[src/rtl/sorted_ram_loader.sv]
// Insertion-sorted value store with a 1-cycle registered read port; an insert of a value with s larger
// entries completes s+1 edges after accept. in_ready drops while shifting, while full, and during clear.
module sorted_ram_loader #(
    parameter int VAL_WIDTH  = 8,
    parameter int ADDR_WIDTH = 5
) (
    input  logic                  clock,
    input  logic                  reset_n,
    input  logic                  in_valid,
    input  logic [VAL_WIDTH-1:0]  in_data,
    output logic                  in_ready,
    input  logic                  clear,
    input  logic [ADDR_WIDTH-1:0] rd_addr,
    output logic [VAL_WIDTH-1:0]  rd_data,
    output logic [ADDR_WIDTH:0]   count,
    output logic                  full,
    output logic                  busy
);
    localparam int DEPTH = 2 ** ADDR_WIDTH;
    localparam logic [ADDR_WIDTH:0]   CNT_ONE = 1;
    localparam logic [ADDR_WIDTH-1:0] IDX_ONE = 1;

    typedef enum logic {IDLE, SHIFT} state_t;

    state_t                  state;
    logic [VAL_WIDTH-1:0]    mem [DEPTH];
    logic [VAL_WIDTH-1:0]    val_reg;
    logic [ADDR_WIDTH:0]     p;
    logic [ADDR_WIDTH-1:0]   wr_idx;
    logic [ADDR_WIDTH-1:0]   prev_idx;
    logic                    shift_more;

    // p never reaches DEPTH while shifting, since accept is blocked at full
    assign wr_idx     = p[ADDR_WIDTH-1:0];
    assign prev_idx   = wr_idx - IDX_ONE;
    assign shift_more = (p != '0) && (mem[prev_idx] > val_reg);

    // count can only reach DEPTH, so its top bit alone signals full
    assign full     = count[ADDR_WIDTH];
    assign busy     = (state == SHIFT);
    assign in_ready = reset_n && (state == IDLE) && !full && !clear;

    always_ff @(posedge clock or negedge reset_n) begin
        if (!reset_n) begin
            for (int i = 0; i < DEPTH; i++) mem[i] <= '1;
            count   <= '0;
            state   <= IDLE;
            p       <= '0;
            val_reg <= '0;
            rd_data <= '1;
        end else begin
            rd_data <= mem[rd_addr];
            if (clear) begin
                for (int i = 0; i < DEPTH; i++) mem[i] <= '1;
                count <= '0;
                state <= IDLE;
            end else begin
                case (state)
                    IDLE: begin
                        if (in_valid && in_ready) begin
                            val_reg <= in_data;
                            p       <= count;
                            state   <= SHIFT;
                        end
                    end
                    SHIFT: begin
                        // strict compare keeps a new value behind existing equal ones
                        if (shift_more) begin
                            mem[wr_idx] <= mem[prev_idx];
                            p           <= p - CNT_ONE;
                        end else begin
                            mem[wr_idx] <= val_reg;
                            count       <= count + CNT_ONE;
                            state       <= IDLE;
                        end
                    end
                    default: state <= IDLE;
                endcase
            end
        end
    end
endmodule

[config.mk]
export PLATFORM = sky130hd
export DESIGN_NAME = sorted_ram_loader
export DESIGN_NICKNAME = d
export VERILOG_FILES = /design/src/rtl/sorted_ram_loader.sv
export SDC_FILE = /design/constraint.sdc
export NUM_CORES = 1
export LEC_CHECK = 0
export CORE_AREA = 2 2 251 253
export CTS_CLUSTER_SIZE = 10
export DETAILED_ROUTE_END_ITERATION = 16
export DIE_AREA = 0 0 253 255
export HOLD_SLACK_MARGIN = 0.05
export PLACE_DENSITY = 0.52
export SYNTH_ARGS = -nofsm -noshare
export SYNTH_HDL_FRONTEND = slang
export SYNTH_SLANG_ARGS = --single-unit
[constraint.sdc]
create_clock -name clock -period 6.1 [get_ports clock]
set_input_delay 1.22 -clock clock [delete_from_list [all_inputs] [get_ports clock]]
set_output_delay 1.22 -clock clock [all_outputs]
set_load 0.01 [all_outputs]
# After elaboration in Yosys (flattened, before gate mapping)
# Index checks and enable logic that the tools add are counted.
# totals
reg_bits,285
latchBits,0
ramBits,0
romBits,0
inputBits,17
output_inout_bits,17
word_cells,89
n_memories,0
# op_classes
n_addsub,3
n_mul,0
n_div,0
order_cmp,5
eq_ne,3
shifts,0
muxes,23
bitwise_logic,5
reduce_logical,13
# op_table
op,count
$mux 256,3
$bwmux 256,2
$bmux 8 s5,2
$demux 8 s5,1
$mux 8,5
$mux 6,5
$ge 6x6->1 const B,3
$not 5->6,3
$pmux 6 s2,1
$gt 8x8->1,1
$add 6x1->6 const B,1
$logic_and 1x1->1,6
$lt 6x1->1 const B,1
$reduce_and 3->1,2
$reduce_bool 6->1,1
$sub 6x1->6 const B,1
$sub 5x1->5 const B,1
$ne 2x1->1 const B,2
$mux 1,3
$logic_not 1->1,2
$ne 2x2->1 const B,1
$not 1->1,2
$pmux 1 s2,1
$reduce_and 2->1,1
$reduce_bool 2->1,1

# Longest topological paths before layout
# depth
depth_word,10
mapped_depth,23
mapped_depth_nobuf,15

# Worst setup path before layout
# Ideal clock, no wire load.
# synth_path
path_kind,register to register
start,reg p[0]
end,reg count[1]
setup_ps,78
t_arrival_ps,4807
required_time_ps,6022
path_slack_ps,1215
path_stages_with_launch,22
path_buffers,8
period_less_slack_ps,4885
cell_sequence,dfrtp_1 buf_2 buf_6 buf_2 inv_1 ha_1 buf_2 clkbuf_1 mux4_2 nand2_1 nand2_1 o211ai_2 clkbuf_1 inv_1 ha_1 a21o_1 a211o_1 o21bai_4 buf_2 buf_1 nand3_1 a21oi_1
# synth_via
elab_chain_len,9
word_cells_on_any_way,10
classes_between,add/sub: 1; order compare: 1; eq/ne: 1; mux: 3; bitwise: 1; reduce/logical: 3
# synth_rtl
item,line,rtl
from (decl),28,logic [ADDR_WIDTH:0] p;
from (signal assigned),62,p <= count;
from (signal assigned),70,p <= p - CNT_ONE;
$sub 5x1->5,35,assign prev_idx = wr_idx - IDX_ONE;
$not 5->6 (not written as such),36,assign shift_more = (p != '0) && (mem[prev_idx] > val_reg);
$bmux 8 s5,36,
$mux 8 (not written as such) (2 in a row),36,
$gt 8x8->1,36,
$logic_and 1x1->1 (*),36,
$ne 2x2->1 (no line) (*),n/a,
$reduce_and 2->1 (no line) (*),n/a,
to (signal assigned),73,count <= count + CNT_ONE;
to (decl),15,"output logic [ADDR_WIDTH:0] count,"
# Mark *: on every way between the ends. The rest lies on a longest branch, timed or not. The select of a mux whose other input is x is not followed.
# A chain may end at the register's enable or synchronous reset.

# Worst setup path in the final report
# layout_path
start,reg p[1]
end,reg mem[200] (netlist name)
# layout_via
elab_chain_len,10
word_cells_on_any_way,19
classes_between,add/sub: 1; order compare: 3; mux: 10; bitwise: 2; reduce/logical: 3
# layout_rtl
item,line,rtl
$sub 5x1->5,35,
$not 5->6 (not written as such),"36, 69",
$bmux 8 s5,"36, 69",
$mux 8 (not written as such) (2 in a row),"36, 69",
$gt 8x8->1,36,
$logic_and 1x1->1,36,
$mux 256 (*),68,if (shift_more) begin
$mux 256 (*),58,case (state)
$mux 256 (*),53,if (clear) begin
"to (signal, indexed assignment)",69,mem[wr_idx] <= mem[prev_idx];
"to (signal, indexed assignment)",72,mem[wr_idx] <= val_reg;
to (decl),26,logic [VAL_WIDTH-1:0] mem [DEPTH];
# Marked as above.

==> flow_summary.json <==
{
  "cts_setup_buffers": 0,
  "fin_ws_ps": 1030,
  "synth_ff_type": "dfstp_2",
  "port_buffers": 33,
  "syn_inst": 1752,
  "drc_errors": 0,
  "drv_cap": 0,
  "cts_made_buffers": 36,
  "holdPathEnd": "val_reg[0]$_DFFE_PN0P_",
  "cts.htree.levels": 2,
  "synth_area_leaders": "dfstp_2, mux4_2, o32ai_1",
  "end_kind": "flip-flop",
  "routedWlPerCell_um": 28.3,
  "syn-num-nets": 1783,
  "antenna_left": 0,
  "routed_wl_mm": 71.0,
  "post-route-period-util_pct": 83.2,
  "critPathArrivalTime_ps": 5510,
  "drv_slew": 0,
  "vias": 15800,
  "root_buffer": "clkbuf_16",
  "cts_resized": 0,
  "die_area_mm2": 0.0645,
  "die-height_um": 255,
  "final.setup_skew_ps": 14.9,
  "hpwl_mm": 43.4,
  "swShare_pct": 51.0,
  "place_area_mm2": 0.0196,
  "p_clk_share_pct": 21.6,
  "cts_tree": "built",
  "grt_start_max_net_pins": 152,
  "worstSetupStartpoint": "p[1]$_DFFE_PN0P_",
  "cp.required_ps": 6530,
  "clockBufferDepth": 3,
  "yosys_warnings": 0,
  "rr_worst_depth": 16,
  "viasPerCell": 6.31,
  "hold_start": "val_reg[0]$_DFFE_PN0P_",
  "combPwrFrac_pct": 56.0,
  "nFillCells": 6193,
  "synth_edf_count": 0,
  "critPathLaunchType": "flip-flop",
  "hold_buffers": 0,
  "tightestPinTransition_ps": 1220,
  "synth-seq-cells": 285,
  "seqCellArea_mm2": 0.00747,
  "path_clk_slew_ps": 60,
  "fin_tns_setup_ps": 0,
  "drive_gt1_share_pct": 35.0,
  "worst-r2r-setup-slack_ps": 1030,
  "dpl.cell_count": 2451,
  "hold_ws_ps": 573,
  "clock_latency_ps": 550,
  "reg2reg_to": "mem[200]$_DFFE_PN1P_",
  "place_ws_ps": 1130,
  "ir_worst_vdd_uv": 870,
  "relSlewSlack_pct": 18.6,
  "antenna_found_initial": 2,
  "core_area_mm2": 0.0622,
  "grt_use_total_pct": 22.1,
  "multiInputGateArea_mm2": 0.0101,
  "seq_power_share_pct": 22.4,
  "die_width_um": 253,
  "diodes": 0,
  "synth_area_leader_cell": "dfstp_2",
  "postSynth.asyncResetShare_pct": 100,
  "num_rows": 92,
  "hp-class": "reg -> reg",
  "hold_violations": 0,
  "rr_startpoint": "p[1]$_DFFE_PN0P_",
  "path_class": "reg -> reg",
  "p_switching_uw": 4760,
  "setup_viol": 0,
  "leakagePower_uw": 0.00612,
  "internal_power_uw": 4580,
  "rsz0062_at_grt": "false",
  "seq_area_frac_synth_pct": 40.7,
  "first_iter_violations": 1677,
  "gr-total-overflow": 0,
  "grt_pass1_wl_mm": 107,
  "area_growth_pct": 12.3,
  "path_max_fanout": 26,
  "drt_pass1_iterations": 5,
  "gp_congestion": 0.906,
  "synth_top_area_share_pct": 37.8,
  "largest_reg_flops": 256,
  "fin_cells": 2507,
  "synth_area_mm2": 0.0184,
  "grt_pass1_vias": 15600,
  "p_per_area_mw_per_mm2": 453,
  "start_util_pct": 29.5,
  "synth_cell_types": 59,
  "status": "completed",
  "postSynthAreaPerCell_um2": 10.5,
  "final_cell_area_mm2": 0.0206,
  "nets": 1721,
  "layout_min_cycle_time_ps": 5070,
  "clock_sinks": 285,
  "whs_path_depth": 2,
  "max_freq_mhz": 197,
  "io_pins": 34
}
## power groups by stage
stage	Sequential (uW)	Combinational (uW)	Clock [uW]
floorplan	2060	3210	0
finish	2100	5230	2020
CTS	2090	5120	2050
global placement	2120	5090	0
global route	2110	5430	2120
detailed placement	2120	5110	0
## how the worst max path moves through the flow
stage	to	slack, ps	cells past startpoint
5_1_grt	mem[200]$_DFFE_PN1P_	790	16
4_1_cts	mem[200]$_DFFE_PN1P_	1100	16
3_3_place_gp	mem[200]$_DFFE_PN1P_	1220	16
6_report	mem[200]$_DFFE_PN1P_	1030	16
2_1_floorplan	count[1]$_DFFE_PN0P_	1210	21
3_5_place_dp	mem[200]$_DFFE_PN1P_	1130	16
## synthesized netlist by cell type, drive strengths merged (2+ instances only)
library cell  instances
nand2               318
dfstp               264
a21oi               236
o32ai               224
mux4                144
clkbuf              137
nor3                 89
buf                  67
nor2                 52
a211oi               21
dfrtp                21
inv                  18
o21ai                16
a221oi               15
ha                   14
nand3                14
mux2i                13
nor4                 12
mux2                 10
and2                  7
o211ai                7
a32oi                 6
nor2b                 6
nand2b                5
o31ai                 4
or3                   4
a211o                 2
a222oi                2
a311oi                2
and3                  2
o21bai                2
or2                   2
or4                   2
xor2                  2
## kinds of logic (layout without fill, tap and decap cells)
family,count (synthesis),count (layout),share of synthesized area (%)
mux,167,167,19.0
fa+ha+maj,14,14,0.954
xor+xnor,3,3,0.184
simple gates,515,515,13.1
flops,285,285,40.7
buf+inv,223,179,5.06
compound gates,545,545,21.1
## through the flow
step | power [uW] | util, %
2_1_floorplan | 5270 | -
3_3_place_gp | 7200 | 31.5
3_5_place_dp | 7230 | 31.5
4_1_cts | 9270 | 33.2
5_1_grt | 9660 | 33.2
6_report | 9350 | 33.2
## layer usage
metal	up-vias	GRT usage [%]	wire, um
met1	8138	29.1	28900
met4	4	9.47	3000
met3	166	4.71	5810
met2	806	35.1	33200
li1	6699	-	-
met5	-	0	26
## area by class of cell
cell class | count | area share, %
clock buffers | 55 | 5.06
well taps | 799 | 4.85
multi-input cells | 1244 | 48.8
repair buffers | 104 | 4.68
clock inverters | 1 | 0.0243
inverters | 19 | 0.346
flip-flops and latches | 285 | 36.2
## placed cells by master, fill, tap and decap left out, types with 3 or more instances in the layout
cell type and instances:
nand2_1 318, dfstp_2 264, a21oi_1 236, o32ai_1 224, mux4_2 144, nor3_1 68
buf_4 64, nor2_1 45, clkbuf_16 37, clkdlybuf4s50_1 29, nor3_2 21, a211oi_1 21
dfrtp_1 20, inv_1 18, nand3_1 14, mux2i_1 13, a221oi_1 13, o21ai_0 13
ha_1 13, clkbuf_1 13, mux2_2 10, buf_12 8, and2_1 7, nor2_2 7
nor4_2 7, nor2b_1 6, a32oi_1 6, nand2b_1 5, o211ai_4 5, nor4_4 5
clkbuf_8 5, or3_1 4, o21ai_2 3, o31ai_1 3
## critical path: stages (launching register included)
cell and delay, ps:
dfrtp_1 440, inv_1 150, ha_4 610, buf_4 440, mux4_2 390, nand2_1 90, nand2_1 140, o211ai_1 340
inv_1 90, ha_1 280, nand2_1 90, nor2_1 60, a211o_1 330, o21bai_4 310, buf_12 220, nor4_2 700
a221oi_1 220
(Power assumes the default switching activity.)
==> RTL change: new RTL, config.mk and constraints unchanged <==
Set the parameter `VAL_WIDTH` to 9 (it was 8).
--- a/src/rtl/sorted_ram_loader.sv
+++ b/src/rtl/sorted_ram_loader.sv
@@ -1,7 +1,7 @@
 // Insertion-sorted value store with a 1-cycle registered read port; an insert of a value with s larger
 // entries completes s+1 edges after accept. in_ready drops while shifting, while full, and during clear.
 module sorted_ram_loader #(
-    parameter int VAL_WIDTH  = 8,
+    parameter int VAL_WIDTH  = 9,
     parameter int ADDR_WIDTH = 5
 ) (
     input  logic                  clock,
Ports: changed (resized in_data and rd_data); port bits go from 34 to 36. The function was not compared with the original's and may differ.
==> RTL change against the unedited design <==
  * Wire length is 11% higher
  * Worst setup slack got worse by 0.20 ns
  * Sequential share of layout area is 0.099 points higher
  * Critical path type unchanged
  * Count of clock-buffer cells in the layout increased by 5
  * Power fell by 5.9%
  * Sequential cell count increased by 34
  * Clock power up 13%
  * Non-clock buffer count grew 29
  * Combinational power decreased by 19%
  * Final cell count rose by 5.9%
  * Synthesized area grew 12%
  * Final area is 12% higher
==> RTL change: results <==
{
  "grt.total_usage": 0.243,
  "synth.avg_cell_area_um2": 10.9,
  "drt-pass1-iter-count": 6,
  "reg2reg_to": "mem[125]",
  "post_synth_num_cell_types": 53,
  "r2r_setup_slack_ns": 0.82,
  "dp_hpwl_um": 47500,
  "port_buffers": 35,
  "clk_latency_ns": 0.57,
  "crit_slowest_cell": "nor4_2",
  "grt_pass1_vias": 16865,
  "route.vias.total": 17671,
  "largest_reg_flops": 288,
  "drive_gt1_frac": 0.387,
  "gp_congestion": 0.882,
  "synth.top_cells.by_count": "nand2_1, dfstp_2, a21oi_1",
  "drt_iter0_drc": 2361,
  "cp.arrival_ns": 5.74,
  "wirelength_um": 78500,
  "htreeDepth": 2,
  "max_stage_delay_ns": 0.75,
  "skew_ns": 0.0208,
  "status": "complete, no violations",
  "syn_nets": 1927,
  "tightest_slew_ns": 1.36,
  "num-fill-cells": 5999,
  "post_cts_buffers": 0,
  "clockBufferDepth": 3,
  "path_clk_slew_ns": 0.06,
  "reg2reg_depth": 17,
  "antenna_cells": 0,
  "synth-seq-area-share": 0.406,
  "intPower_mw": 4.69,
  "leakagePower_nw": 6.76,
  "numCtsBuffers": 40,
  "ir_drop_mv": 0.460,
  "synth.area.top_cells": "dfstp_2, mux4_2, o32ai_1",
  "grt_pass1_wl_um": 118000,
  "place_inst": 2595,
  "crit_fanout": 35,
  "grt_max_degree": 176,
  "end_kind": "flip-flop",
  "holdCritStartpoint": "val_reg[0]",
  "finalNonFillerCells": 2656,
  "cts_resized": 0
}
## RTL change: power by group through the flow
stage / clock network (mW) / registers, mW / logic (mW)
after global placement: 0 / 2.32 / 4.10
after CTS: 2.33 / 2.29 / 4.12
after global routing: 2.41 / 2.30 / 4.36
after detailed placement: 0 / 2.32 / 4.12
after floorplan: 0 / 2.27 / 2.76
final: 2.28 / 2.29 / 4.22
## RTL change: worst min path at each step
stage               cells after the start    endpoint
global placement                        2        p[5]
detailed placement                      2  val_reg[0]
floorplan                               2  val_reg[0]
finish                                  2  val_reg[0]
global route                            2  val_reg[0]
CTS                                     2  val_reg[0]
## RTL change: cell type report
class                      count  area [µm²]  share of cell area
clock buffer                  60        1190              0.0516
clock inverter                 1        5.00            0.000217
inverter                      24        90.1             0.00391
multi-input combinational   1320       11200               0.485
sequential                   319        8360               0.363
tap                          799        1000              0.0434
timing repair buffer         133        1200              0.0523
## RTL change: worst max-delay path, delay by kind of cell, from the launching register on
family                     cells  cell delay, ns
buffers and inverters          6            1.23
and+or+nand+nor                2            0.96
adders and majority gates      2            0.84
DFF                            1            0.43
muxes                          2            0.60
AOI/OAI and AO/OA              5            1.04
## RTL change: logic make-up (layout without fill, tap and decap cells)
logic type / count (synthesis) / in the layout / synth area share
compound gates: 614 / 614 / 0.217
simple gates: 489 / 489 / 0.112
flops: 319 / 319 / 0.406
buf+inv: 255 / 218 / 0.0574
mux: 199 / 199 / 0.196
fa+ha+maj: 15 / 15 / 0.00912
xor+xnor: 3 / 3 / 0.00219
## RTL change: stage by stage
step           instance area [µm²]  setup WS [ns]  utilization  hold WS [ns]
6_report                     23000          0.824        0.370         0.601
5_1_grt                      23000          0.631        0.370         0.636
4_1_cts                      23000          0.932        0.370         0.598
3_5_place_dp                 21800          0.947        0.351         0.581
3_3_place_gp                 21800           1.00        0.351         0.573
2_1_floorplan                20600          0.917            -         0.466
## RTL change: routing by layer
layer | wire, µm | up-vias | global-route usage
li1 | - | 7359 | -
met1 | 32600 | 9198 | 0.344
met2 | 36000 | 973 | 0.375
met3 | 7340 | 141 | 0.0466
met4 | 2540 | 0 | 0.0788
met5 | 0 | - | 0
